--- src/rtl/serial_sum_collector.sv ---
// Collects LSB-first serial sum bits plus the final carry into a W+1 bit
// result held in a one-entry output register with a valid/ready handshake.
//
// Ports:
//   clk, rst      clock and synchronous active-high reset
//   sum_in        serial sum bit, LSB first
//   cy_in         adder carry, used only on the MSB cycle
//   start         marks bit 0 of a new word
//   res_ready     consumer accepts res_data while res_valid is high
//   res_data      {carry, sum[W-1:0]}
//   res_valid     res_data holds an unconsumed word
//   busy          collector is mid-word
//   ovf_err       sticky: a completed word was dropped
//   sync_err      sticky: start arrived mid-word
module serial_sum_collector #(
  parameter int W = 4
) (
  input  logic         clk,
  input  logic         rst,
  input  logic         sum_in,
  input  logic         cy_in,
  input  logic         start,
  input  logic         res_ready,
  output logic [W:0]   res_data,
  output logic         res_valid,
  output logic         busy,
  output logic         ovf_err,
  output logic         sync_err
);

  localparam int CW = (W > 2) ? $clog2(W) : 1;
  localparam logic [CW-1:0] LAST = CW'(W - 1);

  typedef enum logic {
    IDLE,
    COLLECT
  } state_t;

  state_t        state, state_n;
  logic [CW-1:0] count, count_n;
  logic [W-1:0]  shift, shift_n;
  logic [W:0]    data_n;
  logic          valid_n;
  logic          ovf_n;
  logic          sync_n;
  logic          done;

  always_ff @(posedge clk) begin
    if (rst) begin
      state     <= IDLE;
      count     <= '0;
      shift     <= '0;
      res_data  <= '0;
      res_valid <= 1'b0;
      ovf_err   <= 1'b0;
      sync_err  <= 1'b0;
    end else begin
      state     <= state_n;
      count     <= count_n;
      shift     <= shift_n;
      res_data  <= data_n;
      res_valid <= valid_n;
      ovf_err   <= ovf_n;
      sync_err  <= sync_n;
    end
  end

  always_comb begin
    state_n = state;
    count_n = count;
    shift_n = shift;
    sync_n  = sync_err;
    done    = 1'b0;
    unique case (state)
      IDLE: begin
        if (start) begin
          shift_n    = '0;
          shift_n[0] = sum_in;
          count_n    = CW'(1);
          state_n    = COLLECT;
        end
      end
      COLLECT: begin
        if (start) begin
          // A start mid-word means we lost alignment: restart on this bit.
          shift_n    = '0;
          shift_n[0] = sum_in;
          count_n    = CW'(1);
          sync_n     = 1'b1;
        end else begin
          shift_n[count] = sum_in;
          if (count == LAST) begin
            done    = 1'b1;
            count_n = '0;
            state_n = IDLE;
          end else begin
            count_n = count + CW'(1);
          end
        end
      end
      default: state_n = IDLE;
    endcase
  end

  // The output register loads when empty or drained in this same cycle;
  // otherwise a completed word has nowhere to go and is dropped.
  always_comb begin
    data_n  = res_data;
    valid_n = res_valid;
    ovf_n   = ovf_err;
    if (done) begin
      if (!res_valid || res_ready) begin
        data_n  = {cy_in, sum_in, shift[W-2:0]};
        valid_n = 1'b1;
      end else begin
        ovf_n = 1'b1;
      end
    end else if (res_valid && res_ready) begin
      valid_n = 1'b0;
    end
  end

  assign busy = (state == COLLECT);

endmodule

--- config.mk ---
export PLATFORM = sky130hd
export DESIGN_NAME = serial_sum_collector
export DESIGN_NICKNAME = d
export VERILOG_FILES = /design/src/rtl/serial_sum_collector.sv
export SDC_FILE = /design/constraint.sdc
export NUM_CORES = 1
export LEC_CHECK = 0
export CAP_MARGIN = 40
export CORE_MARGIN = 5
export CORE_UTILIZATION = 35
export CTS_CLUSTER_SIZE = 25
export DETAILED_ROUTE_END_ITERATION = 7
export PLACE_DENSITY = 0.66
export RECOVER_POWER = 25
export SYNTH_ARGS = -nofsm -noshare
export SYNTH_HDL_FRONTEND = slang
export SYNTH_SLANG_ARGS = --single-unit
--- constraint.sdc ---
create_clock -name clk -period 1.15 [get_ports clk]
set_input_delay 0.1725 -clock clk [delete_from_list [all_inputs] [get_ports clk]]
set_output_delay 0.1725 -clock clk [all_outputs]
set_load 0.03 [all_outputs]
# ---- Yosys cells after proc, flatten, opt, wreduce, memory -nomap -nowiden
# Index checks and enable logic that the tools add are counted.
dict set report totals {
  regBits 15
  latch_bits 0
  ramBits 0
  mem_bits_ro 0
  inputBits 6
  word_cells 44
  mem_count 0
}
dict set report op_classes {
  add_sub_neg 1
  mul 0
  n_div 0
  order_cmp 2
  eq_ne 3
  shifts 0
  muxes 20
  n_bitwise 2
  n_reduce_logical 9
}
# cell n
set ops {}
lappend ops {{two-way mux 1 bit} 10}
lappend ops {{two-way mux 4 bit} 2}
lappend ops {{one-hot mux 4 bit (2 select lines)} 1}
lappend ops {{AND reduction 2 bit} 4}
lappend ops {{two-way mux 2 bit} 3}
lappend ops {{bitwise mux 4 bit} 1}
lappend ops {{one-hot mux 2 bit (2 select lines)} 1}
lappend ops {{less-than comparator 2 x 3 -> 1 bit (second input constant)} 1}
lappend ops {{adder 2 x 1 -> 2 bit (second input constant)} 1}
lappend ops {{demux 1 bit (select 2 bit)} 1}
lappend ops {{== test 2 bit (second input constant)} 1}
lappend ops {{>= comparator 2 x 1 -> 1 bit (second input constant)} 1}
lappend ops {{logical AND 1 bit} 2}
lappend ops {{!= test 2 x 1 -> 1 bit (second input constant)} 1}
lappend ops {{!= test 2 bit (second input constant)} 1}
lappend ops {{NOT 1 bit} 2}
lappend ops {{one-hot mux 1 bit (2 select lines)} 1}
lappend ops {{nonzero test 2 bit} 1}
lappend ops {{logical NOT 1 bit} 1}
lappend ops {{logical OR 1 bit} 1}

# ---- Depth between registers and ports, before layout
# Gate-level depths: netlist (run 1).
dict set report depth {
  word_depth 7
  mapped_depth 5
  depth_no_buf 5
}

# ---- Worst setup path before layout (run 1)
# Ideal clock, no wire load.
dict set report synth_path {
  path_kind {register to register}
  startpoint {register res_valid}
  endpoint {register res_data[3]}
  setup_time_ns 0.118
  arrival_time_ns 1.137
  setup_slack_ns -0.106
  stages_incl_launch_ff 5
  path_buffers 1
  period_less_slack_ns 1.256
  path_cell_list {dfxtp_1 -> nor2b_4 -> and4bb_1 -> buf_6 -> mux2i_1}
}
dict set report synth_via {
  elab_chain_len 3
}
# element line
set synth_rtl {}
lappend synth_rtl {{from (decl)} 25} ;# output logic res_valid,
lappend synth_rtl {{from (signal assigned)} 62} ;# res_valid <= valid_n;
lappend synth_rtl {{logical NOT 1 bit} 112} ;# if (!res_valid || res_ready) begin
lappend synth_rtl {{logical OR 1 bit} 112}
lappend synth_rtl {{AND reduction 2 bit (no line)} -}
lappend synth_rtl {{to (signal assigned)} 61} ;# res_data <= data_n;
lappend synth_rtl {{to (decl)} 24} ;# output logic [W:0] res_data,
# No other way between the ends.
# A chain may end at the register's enable or synchronous reset.

# ---- Worst setup path in the final report (run 1)
dict set report layout_path {
  startpoint {register state (netlist: busy)}
  endpoint {output port busy}
}
# element line
set layout_rtl {}
lappend layout_rtl {{from (decl)} 39} ;# state_t state, state_n;
lappend layout_rtl {{from (signal assigned)} 58} ;# state <= state_n;
lappend layout_rtl {{to (decl)} 26} ;# output logic busy,
# No word-level cell between the ends.

==> qor.csv, run 1 <==
metric,value,unit
vias,499,
Syn Inst Count,63,
pwr/cell area,1066,nW/µm²
DR vias/cell,4.377,
drt wl/cell,10.54,µm
fmax,0.9069,GHz
Detailed Place HPWL,847.9,µm
CTS Root Cell,clkbuf_4,
DRT Wirelength,1.202,mm
CTS clock-pin slew for the worst setup and hold paths,0.09,ns
syn avg cell area,10.25,µm²
most frequent cells in the layout,"buf_4 (18), nand2b_1 (11), dfxtp_1 (10), mux2i_1 (9), clkdlybuf4s50_1 (5)",
boundary pin count,15,
WHS,0.4501,ns
number of buffers created by CTS,3,
"top cells by area, synth","dfxtp_1 (43%), mux2i_1 (14%), nand2b_1 (11%), ha_1 (7.8%), buf_6 (3.5%)",
latest clock arrival within the worst-skew pair,0.28,ns
min-delay src,cy_in,
share of layout cells above drive strength 1,43.82,%
"area leader, netlist",dfxtp_1,
metal3 WL,32,µm
Port Buffers,14,
fillers,161,
VDD IR max,0.6622,mV
clk buf depth,2,
status,"finished, final reports clean",
first-pass GRT wire length,1.918,mm
Worst Setup SP,busy,
R2R setup slack,0.05,ns
DRC,0,
Yosys top cell area share,43.41,%
Slew @ Worst Pin,0.1611,ns
Sink Count,14,
die width,52.95,µm
Cell Rows,15,
distinct cell type count after synthesis,16,
RSZ-0062 raised after global routing,true,
final hold violation count,0,
gr usage total,9.560,%
antenna violations before repair,0,
WL met1,589,µm
Period minus WS final,1.103,ns
area delta synth->final,47.87,%
DR top layer,met4,
Final GP Congestion,0.7437,
post-synthesis cell area,645.6,µm²
max-slew violations,0,
Final period util,95.88,%
worst path arrival time,0.93,ns
r2r startpoint,count[0],
ANT cells,0,
Relative slew margins,89.12,%
syn_nets,73,
DIE HEIGHT,52.95,µm
Clock Skews,0.001399,ns
Worst setup EP type,output pin,
initial DRC count,1,
"commonest non-fill, non-tap cell in the layout",buf_4,
met2 wire len,568,µm
setup violators final,0,
Hold Buf Count CTS,0,
H-tree Lvls,1,
worst hold path class,primary input to flip-flop,
Layout Nets,100,
Starting Density,36.99,%
Static Leakage,0.3936,nW
area of the core,1745,µm²
"Core Util, Final",54.70,%
Worst Path Required,0.98,ns
synthesized flop and latch total,14,
post-route ant nets,0,
CTS tree,done,
Max-cap violations,0,
CP Max Fanout,4,
pin count of the biggest net entering global routing,20,
die footprint,2804,µm²
number of global-route vias before repair,446,
First-pass DRT Iterations,3,
synth warn,0,
sequential share of the synthesized area,43.41,%
crit path kind,flip-flop to output pin,
crit path launch type,flip-flop,
grt total ovfl,0,
what timing repair did:
item / CTS / global route
endpoints found under the setup margin: 7 / 8
resized for setup: 5 / 13
pin swaps: 0 / 8
cloned: 0 / 0
buffers inserted: 2 / 1
power breakdown:
group          internal (mW)  switching (mW)  leakage [nW]
registers              0.495          0.0125         0.116
clock network          0.193           0.166        0.0210
logic                 0.0838          0.0668         0.256
kinds of logic (layout without fill, tap and decap cells):
| family | Yosys count | after routing | synth area share [%] |
|---|---|---|---|
| AO/OA/AOI/OAI | 6 | 6 | 5.427 |
| AND/OR/NAND/NOR | 22 | 22 | 20.54 |
| multiplexers | 9 | 9 | 13.95 |
| buffers and inverters | 7 | 33 | 7.557 |
| XOR/XNOR | 1 | 1 | 1.357 |
| adder cells (fa/ha/maj) | 4 | 4 | 7.752 |
| flip-flops | 14 | 14 | 43.41 |
metal layers:
metal / up-vias / GRT usage, %
met1: 229 / 12.56
met3: 2 / 2.535
li1: 262 / -
met2: 6 / 13.43
met5: - / 0
met4: 0 / 6.383
flip-flops by register name, summed over array words and instances, names as in the netlist:
| signal | flops |
|---|---|
| busy | 1 |
| count | 2 |
| ovf_err | 1 |
| res_data | 5 |
| res_valid | 1 |
| shift | 3 |
| sync_err | 1 |
cell usage after synthesis:
master	instances
a21oi_1	4
a31oi_1	1
a41oi_1	1
and4bb_1	1
buf_4	2
buf_6	2
dfxtp_1	14
ha_1	4
inv_1	3
mux2i_1	9
nand2_1	2
nand2b_1	11
nor2_1	4
nor2b_4	1
nor3_1	3
xnor2_1	1
final timing paths:
kind | endpoint | depth (start not counted)
worst max register to register | shift[0] | 5
worst min-delay path | res_data[4] | 3
worst max-delay path | busy | 2
worst min register to register | res_data[1] | 2
metrics by stage:
stage / setup slack [ns] / total power, mW / cells / TNS, ns / area, µm²
after floorplan: 0.01214 / 0.5888 / 63 / 0 / 648.1
after global placement: -0.2496 / 0.6444 / 107 / -1.352 / 839.6
after detailed placement: -0.2465 / 0.6469 / 107 / -1.465 / 839.6
after CTS: -0.02348 / 1.016 / 113 / -0.06273 / 902.1
after global routing: -0.006641 / 1.068 / 114 / -0.01356 / 954.7
final: 0.04739 / 1.017 / 114 / 0 / 954.7
final cells by class:
class | count | area [µm²] | area share [%]
Multi-Input combinational cell | 42 | 355.3 | 37.22
Sequential cell | 14 | 292.8 | 30.67
Timing Repair Buffer | 26 | 227.7 | 23.85
Clock buffer | 4 | 36.28 | 3.801
Tap cell | 25 | 31.28 | 3.277
Inverter | 3 | 11.26 | 1.180
critical path, stage by stage (launching register included):
cell and delay (ns):
dfxtp_4 0.35, buf_4 0.14, buf_4 0.16
No activity file was read; power rests on OpenSTA's default activity.
==> run 2: changes to the inputs <==
--- a/config.mk
+++ b/config.mk
@@ -10,6 +10,7 @@
 export CORE_UTILIZATION = 35
 export CTS_CLUSTER_SIZE = 25
 export DETAILED_ROUTE_END_ITERATION = 7
+export GPL_ROUTABILITY_DRIVEN = 0
 export PLACE_DENSITY = 0.66
 export RECOVER_POWER = 25
 export SYNTH_ARGS = -nofsm -noshare
==> constraint.sdc (replaced) <==
create_clock -name clk -period 1.15 [get_ports clk]
set_input_delay 0.1725 -clock clk [delete_from_list [all_inputs] [get_ports clk]]
set_output_delay 0.1725 -clock clk [all_outputs]
set_load 0.02 [all_outputs]
==> run 2 against run 1 <==
Net effect: sequential share of layout area up 1.9 points; setup slack lost 0.0019 ns; routed wire length decreased by 4.2%.
==> qor.csv, run 2 (synthesis results as in run 1) <==
metric,value,unit
status,"finished, final reports clean",
Multi-input gate area,335.3,µm²
VDD IR max,0.5680,mV
FF/Latch Area,290.3,µm²
largest reg by FF count,res_data,
post-route ant nets,0,
Worst setup EP type,output pin,
ANT cells,0,
Layout Nets,97,
final worst slack,0.04547,ns
DR top layer,met4,
Port Buffers,14,
antenna violations before repair,0,
pwr/cell area,1003,nW/µm²
die width,52.95,µm
Relative slew margins,86.06,%
boundary pin count,15,
CP max stage cell,dfxtp_1,
TNS Setup,0,ns
Worst Path Required,0.98,ns
"commonest non-fill, non-tap cell in the layout",nand2b_1,
clk buf depth,2,
CP Cell Sequence,dlygate4sd2_1,
first-pass GRT wire length,2.111,mm
Sw Ratio,23.67,%
number of global-route vias before repair,484,
DR vias/cell,4.327,
DIE HEIGHT,52.95,µm
crit path kind,flip-flop to output pin,
DRT Wirelength,1.151,mm
CTS clock-pin slew for the worst setup and hold paths,0.08,ns
worst path arrival time,0.93,ns
number of buffers created by CTS,3,
metal3 WL,41,µm
part of the power in registers,56.7,%
final hold violation count,0,
CP max stage delay,0.33,ns
CTS Root Cell,clkbuf_4,
largest registers,"res_data: 5 flops, shift: 3 flops, count: 2 flops",
die footprint,2804,µm²
initial DRC count,2,
vias,476,
gr usage total,10.54,%
area delta synth->final,38.18,%
switching power,0.2118,mW
met2 wire len,565,µm
Max-cap violations,0,
H-tree Lvls,1,
"Setup Fix Bufs, Post-CTS",0,
Cell Rows,15,
clock share of power,29.8,%
max-slew violations,0,
internal power,0.6829,mW
part of the power in combinational logic,13.5,%
RSZ-0062 raised after global routing,true,
CTS tree,done,
most frequent cells in the layout,"nand2b_1 (11), dfxtp_1 (10), mux2i_1 (9), buf_4 (7), clkdlybuf4s50_1 (5)",
"delay-heaviest family, CP",flip-flops,
grt total ovfl,0,
pin count of the biggest net entering global routing,20,
fillers,176,
Hold Buf Count CTS,0,
fmax,0.9054,GHz
Sink Count,14,
Detailed Place HPWL,823.4,µm
area of the core,1745,µm²
Period minus WS final,1.105,ns
WL met1,517,µm
worst hold path class,primary input to flip-flop,
Starting Density,36.99,%
Setup Slack @ Placement,-0.2448,ns
CP bufs+invs,1,
CP Max Fanout,2,
Final period util,96.05,%
Clock Skews,0.001185,ns
Slew @ Worst Pin,0.2099,ns
max reg flops,5,
share of layout cells above drive strength 1,27.06,%
DRC,0,
First-pass DRT Iterations,4,
latest clock arrival within the worst-skew pair,0.27,ns
drt wl/cell,10.46,µm
crit path launch type,flip-flop,
setup violators final,0,
Static Leakage,0.3700,nW
## run 2: stage by stage
stage / std cells / hold slack, ns / utilization, % / power [mW] / area [µm²]
2_1_floorplan: 63 / 0.2518 / - / 0.5844 / 646.9
3_3_place_gp: 107 / 0.4583 / 48.60 / 0.6344 / 848.3
3_5_place_dp: 107 / 0.4568 / 48.60 / 0.6360 / 848.3
4_1_cts: 110 / 0.4602 / 49.61 / 0.9097 / 865.8
5_1_grt: 110 / 0.4675 / 51.11 / 0.9550 / 892.1
6_report: 110 / 0.4668 / 51.11 / 0.8947 / 892.1
## run 2: power groups by stage
stage / clock, mW / combinational (mW) / sequential (mW)
CTS: 0.285 / 0.119 / 0.506
global route: 0.311 / 0.134 / 0.510
detailed placement: 0 / 0.120 / 0.516
floorplan: 0 / 0.0614 / 0.523
finish: 0.267 / 0.121 / 0.507
global placement: 0 / 0.118 / 0.516
## run 2: final timing paths
kind | from | end | slack (ns) | cells after the start
worst max-delay path | res_data[3] | res_data[3] | 0.05 | 1
worst min register to register | res_data[2] | res_data[2] | 0.47 | 2
worst min-delay path | cy_in | res_data[4] | 0.47 | 3
worst max register to register | count[1] | shift[2] | 0.06 | 5
## run 2: timing repair
action	CTS	global route
resized for setup	12	17
setup endpoints to repair	15	13
pin swaps	0	3
endpoints found under the hold margin	0	0
## run 2: cell type report
class	count	area share (%)
inverter	3	1.262
clock buffer	3	2.525
tap	25	3.506
sequential	14	32.54
timing repair buffer	23	22.58
multi-input combinational	42	37.59
## run 2: routing by layer
layer / vias up / GRT usage [%]
li1: 255 / -
met1: 211 / 12.69
met2: 8 / 15.50
met3: 2 / 4.225
met4: 0 / 6.383
met5: - / 0
